## config.mk

```make
export PLATFORM = sky130hd
export DESIGN_NAME = sseg_mux_pwm_n
export DESIGN_NICKNAME = d
export VERILOG_FILES = /design/src/rtl/sseg_mux_pwm_n.sv
export SDC_FILE = /design/constraint.sdc
export NUM_CORES = 1
export LEC_CHECK = 0
export BUFFER_PORTS_ARGS = -buffer_cell sky130_fd_sc_hd__buf_4
export CAP_MARGIN = 10
export CORE_MARGIN = 1
export CORE_UTILIZATION = 47
export CTS_CLUSTER_DIAMETER = 120
export DETAILED_ROUTE_END_ITERATION = 16
export PLACE_DENSITY_LB_ADDON = 0.2
export SETUP_SLACK_MARGIN = 0.3
export SLEW_MARGIN = 40
export SYNTH_ARGS = -nofsm -noshare
export SYNTH_HDL_FRONTEND = slang
export SYNTH_SLANG_ARGS = --single-unit
```

## constraint.sdc

```tcl
create_clock -name clk -period 4.1 [get_ports clk]
set_input_delay 0.82 -clock clk [delete_from_list [all_inputs] [get_ports clk]]
set_output_delay 0.82 -clock clk [all_outputs]
set_load 0.05 [all_outputs]
```

## src/rtl/sseg_mux_pwm_n.sv

```systemverilog
// Multiplexed seven-segment driver for NUM_DIGITS common-anode digits.
// Scans one digit per slot of 2^REFRESH_BITS cycles. Each digit gets hex
// decode, a decimal point, blanking, and optional leading-zero suppression.
// Brightness is set by PWM, and the duty code is latched once per frame.
//
// Ports:
//   clk         system clock, rising edge
//   reset       asynchronous reset, active-low
//   hex_in      digit i nibble at [4i+3:4i]; digit 0 is the rightmost digit
//   dp_in       decimal point request per digit, active-high
//   blank       force a digit dark, active-high
//   lz_en       enable leading-zero suppression
//   brightness  PWM duty code (all-ones means always lit)
//   an          anode enables, active-low, at most one low at a time
//   sseg        segments, active-low, {dp, g, f, e, d, c, b, a}
//   frame_tick  one-cycle pulse after each full scan
module sseg_mux_pwm_n #(
  parameter int unsigned NUM_DIGITS   = 8,
  parameter int unsigned REFRESH_BITS = 18,
  parameter int unsigned PWM_RES      = 4
) (
  input  logic                    clk,
  input  logic                    reset,
  input  logic [4*NUM_DIGITS-1:0] hex_in,
  input  logic [NUM_DIGITS-1:0]   dp_in,
  input  logic [NUM_DIGITS-1:0]   blank,
  input  logic                    lz_en,
  input  logic [PWM_RES-1:0]      brightness,
  output logic [NUM_DIGITS-1:0]   an,
  output logic [7:0]              sseg,
  output logic                    frame_tick
);

  localparam int unsigned IDX_W = (NUM_DIGITS > 1) ? $clog2(NUM_DIGITS) : 1;
  localparam logic [IDX_W-1:0] LAST_IDX = IDX_W'(NUM_DIGITS - 1);

  logic [REFRESH_BITS-1:0] cnt;
  logic [IDX_W-1:0]        idx;
  logic [PWM_RES-1:0]      duty_q;
  logic [3:0]              hex_q;
  logic                    dp_q;
  logic                    blank_q;

  logic                    slot_end;
  logic                    frame_end;
  logic [IDX_W-1:0]        next_idx;
  logic [NUM_DIGITS-1:0]   supp;
  logic                    zero_run;
  logic [PWM_RES-1:0]      phase;
  logic                    lit;
  logic [NUM_DIGITS-1:0]   an_d;
  logic [7:0]              sseg_d;

  // Active-low gfedcba pattern for one hex nibble.
  function automatic logic [6:0] seg_decode(input logic [3:0] h);
    logic [6:0] s;
    case (h)
      4'h0:    s = 7'h40;
      4'h1:    s = 7'h79;
      4'h2:    s = 7'h24;
      4'h3:    s = 7'h30;
      4'h4:    s = 7'h19;
      4'h5:    s = 7'h12;
      4'h6:    s = 7'h02;
      4'h7:    s = 7'h78;
      4'h8:    s = 7'h00;
      4'h9:    s = 7'h10;
      4'hA:    s = 7'h08;
      4'hB:    s = 7'h03;
      4'hC:    s = 7'h46;
      4'hD:    s = 7'h21;
      4'hE:    s = 7'h06;
      default: s = 7'h0E;
    endcase
    return s;
  endfunction

  // Slot and frame boundaries, and the digit that the next slot will show.
  always_comb begin
    slot_end  = &cnt;
    frame_end = slot_end && (idx == LAST_IDX);
    next_idx  = (idx == LAST_IDX) ? '0 : idx + IDX_W'(1);
  end

  // A digit is a leading zero if it and every digit above it are zero with
  // no decimal point. Digit 0 is always shown.
  always_comb begin
    supp     = '0;
    zero_run = 1'b1;
    for (int i = NUM_DIGITS - 1; i >= 0; i--) begin
      zero_run = zero_run && (hex_in[4*i +: 4] == 4'h0) && !dp_in[i];
      supp[i]  = lz_en && zero_run && (i != 0);
    end
  end

  // PWM compare against the low bits of the slot counter.
  always_comb begin
    phase = cnt[PWM_RES-1:0];
    lit   = (&duty_q) || (phase < duty_q);
  end

  // Next pin values. Only the current digit's anode can go low.
  always_comb begin
    an_d   = '1;
    sseg_d = 8'hFF;
    if (!blank_q) begin
      sseg_d = {~dp_q, seg_decode(hex_q)};
      if (lit) begin
        an_d[idx] = 1'b0;
      end
    end
  end

  // Scan counters and per-frame brightness latch.
  always_ff @(posedge clk or negedge reset) begin
    if (!reset) begin
      cnt    <= '0;
      idx    <= '0;
      duty_q <= '1;
    end else begin
      cnt <= cnt + REFRESH_BITS'(1);
      if (slot_end) begin
        idx <= next_idx;
      end
      if (frame_end) begin
        duty_q <= brightness;
      end
    end
  end

  // Capture the next digit's data at the slot boundary, so that input
  // changes never disturb the slot that is being shown.
  always_ff @(posedge clk or negedge reset) begin
    if (!reset) begin
      hex_q   <= 4'h0;
      dp_q    <= 1'b0;
      blank_q <= 1'b1;
    end else if (slot_end) begin
      hex_q   <= hex_in[{next_idx, 2'b00} +: 4];
      dp_q    <= dp_in[next_idx];
      blank_q <= blank[next_idx] | supp[next_idx];
    end
  end

  // Registered pins.
  always_ff @(posedge clk or negedge reset) begin
    if (!reset) begin
      an         <= '1;
      sseg       <= 8'hFF;
      frame_tick <= 1'b0;
    end else begin
      an         <= an_d;
      sseg       <= sseg_d;
      frame_tick <= frame_end;
    end
  end

endmodule

```

==> summary.txt <==
Clock network
  – CTS resizes: 0
  – Setup repair bufs after CTS: 0
  – Cts hold-fix bufs: 0
  – Skew-Pair Late Insertion Delay: 0.29 ns
  – CTS sink cnt: 48
  – Clock tree buffer depth: 2
  – Root Buffer: clkbuf_8
  – CTS buffer count: 5
  – CTS tree: done
  – Htree depth: 2
  – Clock transition at path regs: 0.08 ns

STA
  – Final count of hold timing violations: 0
  – # setup viols final: 0
  – Fin Setup TNS: 0 ns
  – RSZ-0062 raised after global routing: no
  – Slew @ Worst Pin: 0.756 ns
  – Slew Limit Fails: 0
  – Worst Skew: 0.00768 ns
  – Final period demand of the worst path: 2.71 ns
  – FMAX: 369 MHz
  – Fin crit share: 66.1%
  – Relative slew slack: 49.4%

Job
  – MaxCap Viol Count: 0

Worst setup path
  – Critical Path Fanout Max: 17
  – Reg2reg end: blank_q
  – R2R depth: 7
  – CP startpoint kind: flip-flop
  – Required time of the critical path: 4.32 ns
  – Worst setup endpoint: blank_q
  – CP Launch Point: idx[0]
  – Reg-to-reg startpoint: idx[0]
  – Critical Path AT: 2.93 ns
  – Endpoint type of the worst setup path: flip-flop
  – Critical Setup Path Class: flip-flop to flip-flop
  – R2r setup slk: 1.39 ns

Worst hold path
  – Hold Crit Class: flip-flop to flip-flop

Yosys
  – Avg Inst Size Synth: 11.2 sq um
  – Post-synth EDFFs: 0
  – Post-synth ARST share: 100%
  – Top_reg_cell synth: dfrtp_1
  – Synth cell types: 46
  – Syn_nets: 306
  – Synthesized instance count: 239
  – Seq/Total Area, Yosys: 45.7%
  – Netlist Area Pre-Place: 0.00269 sq mm
  – Ys Warns: 0
  – #FFs+latches synth: 48

Floorplan
  – Placeable Area: 0.00551 sq mm
  – Die ar.: 0.00602 sq mm
  – Row count: 27
  – Initial Util: 48.8%
  – Die Y: 77.6 microns
  – # IOs: 72
  – Die width: 77.6 microns

Detailed routing
  – Number of routed nets with antenna violations: 0
  – Detailed Route Iter0 Violations: 84
  – First-pass iteration count of the detailed router: 4
  – WL final: 5.36 mm
  – DR WL/cell: 14.1 microns
  – Vias/cell: 5.41
  – Detailed-route DRC error count: 0
  – Routed via count: 2050

Outcome
  – Outcome: complete, no violations

Global route
  – Overflow left after global routing: 0
  – GRT Util Overall: 20.0%
  – Global-route wire length before repair: 9.54 mm
  – Largest net degree at the start of global routing: 49
  – Vias in the first global route: 2100
  – Initial antenna violation count: 0

Pwr
  – Peak supply drop: 0.000142 V
  – Power per cell area: 241 mW/mm^2
  – LEAKAGE: 0.00159 uW

Placed design
  – Final Wtd Congestion: 0.800
  – PortBufs: 71
  – Placed Instance Area: 0.00326 sq mm
  – Detailed Place HPWL: 4.14 mm

Layout
  – Final net count: 373
  – Layout cells sized above 1: 37.8%
  – Syn-to-layout area delta: 24.5%
  – Design Area, Final: 0.00334 sq mm
  – Ant. Diodes: 0
## cells in the mapped netlist, types with 2 or more instances
master	instances	area share, %
o21ai_0	3	0.56
ha_1	12	5.6
inv_1	8	1.1
dfrtp_1	27	25
a21oi_1	9	1.7
a31oi_1	3	0.70
or4_1	4	1.1
nand2_1	12	1.7
nand2b_1	3	0.70
nand3b_1	4	1.1
o21ai_1	5	0.93
clkbuf_1	6	0.84
a211o_1	4	1.3
a211oi_1	3	0.84
and3_1	3	0.70
mux2i_1	7	2.6
mux4_2	10	8.4
dfstp_2	21	21
nor3_1	5	0.93
and4_1	3	0.98
nor2b_1	5	1.2
nor2_1	18	2.5
o211a_1	2	0.75
xnor2_1	11	3.6
a311oi_1	2	0.65
nand4_1	4	0.93
mux2_1	6	2.5
xor2_1	5	1.6
nand3_1	13	2.4
buf_2	5	0.93
## cell type report
class                      instances  area (sq um)
sequential                        48          1230
tap                               72          90.1
inverter                           9          33.8
clock inverter                     1          5.00
timing repair buffer              71           533
clock buffer                       7          76.3
multi-input combinational        171          1380
fill                             461          2160
## routing by layer
layer | routed length (microns) | GRT usage [%] | vias up
met3 | 321 | 4.00 | 6
met4 | 76 | 6.98 | 0
met5 | 0 | 0 | -
met2 | 2470 | 31.8 | 74
met1 | 2490 | 27.3 | 968
li1 | - | - | 1002
## sequential cells by signal (all words and copies together) (netlist names), 3 cells and up
signal,count
an,8
hex_q,4
sseg,8
idx,3
cnt,18
duty_q,4
## per-stage QoR
| stage | total power (uW) | hold slack (ns) | instances | worst slack [ns] | utilization (%) |
|---|---|---|---|---|---|
| 4_1_cts | 817 | 0.457 | 379 | 1.38 | 60.7 |
| 5_1_grt | 846 | 0.468 | 379 | 1.19 | 60.7 |
| 6_report | 807 | 0.443 | 379 | 1.39 | 60.7 |
| 2_1_floorplan | 498 | 0.380 | 239 | 1.86 | - |
| 3_3_place_gp | 554 | 0.423 | 371 | 1.47 | 59.2 |
| 3_5_place_dp | 554 | 0.453 | 371 | 1.39 | 59.2 |
## power breakdown
group | total (uW) | internal, uW | switching (uW)
registers | 474 | 474 | 0
logic | 70.8 | 44.5 | 26.3
clock network | 262 | 120 | 142
total | 807 | 638 | 168
## cell usage in the layout (no fill, tap or decap), drive strengths merged, types with 2 or more instances in the layout
master,instances
buf,71
dfrtp,27
dfstp,21
nor2,19
nand3,13
nand2,12
ha,12
xnor2,11
mux4,10
a21oi,9
inv,9
o21ai,8
mux2i,7
mux2,7
clkbuf,7
nor3,6
xor2,5
nor2b,5
nand4,5
or4,5
a211o,4
nand3b,4
and4,3
and3,3
nand2b,3
a31oi,3
a211oi,3
o211a,2
a311oi,2
and2,2
## worst min-delay path by stage
stage / slack (ns) / depth (start not counted) / end / start
2_1_floorplan: 0.38 / 1 / sseg[7] / dp_q
3_5_place_dp: 0.45 / 1 / sseg[7] / dp_q
5_1_grt: 0.47 / 1 / sseg[7] / dp_q
6_report: 0.44 / 1 / sseg[7] / dp_q
4_1_cts: 0.46 / 1 / sseg[7] / dp_q
3_3_place_gp: 0.42 / 1 / sseg[7] / dp_q
## critical path, stage by stage (launching register included)
cell and delay (ns):
dfrtp_1 0.54, ha_1 0.29, ha_1 0.29, nor2_4 0.45, mux4_2 0.58, mux2_2 0.28
mux2i_1 0.13, o21ai_1 0.08
## cell families after synthesis
family	count (synthesis)	share of synthesized area, %
mux	24	13.9
compound gates	36	8.99
simple gates	83	17.5
flops	48	45.7
buf+inv	20	3.03
xor+xnor	16	5.22
fa+ha+maj	12	5.59
No activity file was read; power rests on OpenSTA's default activity.
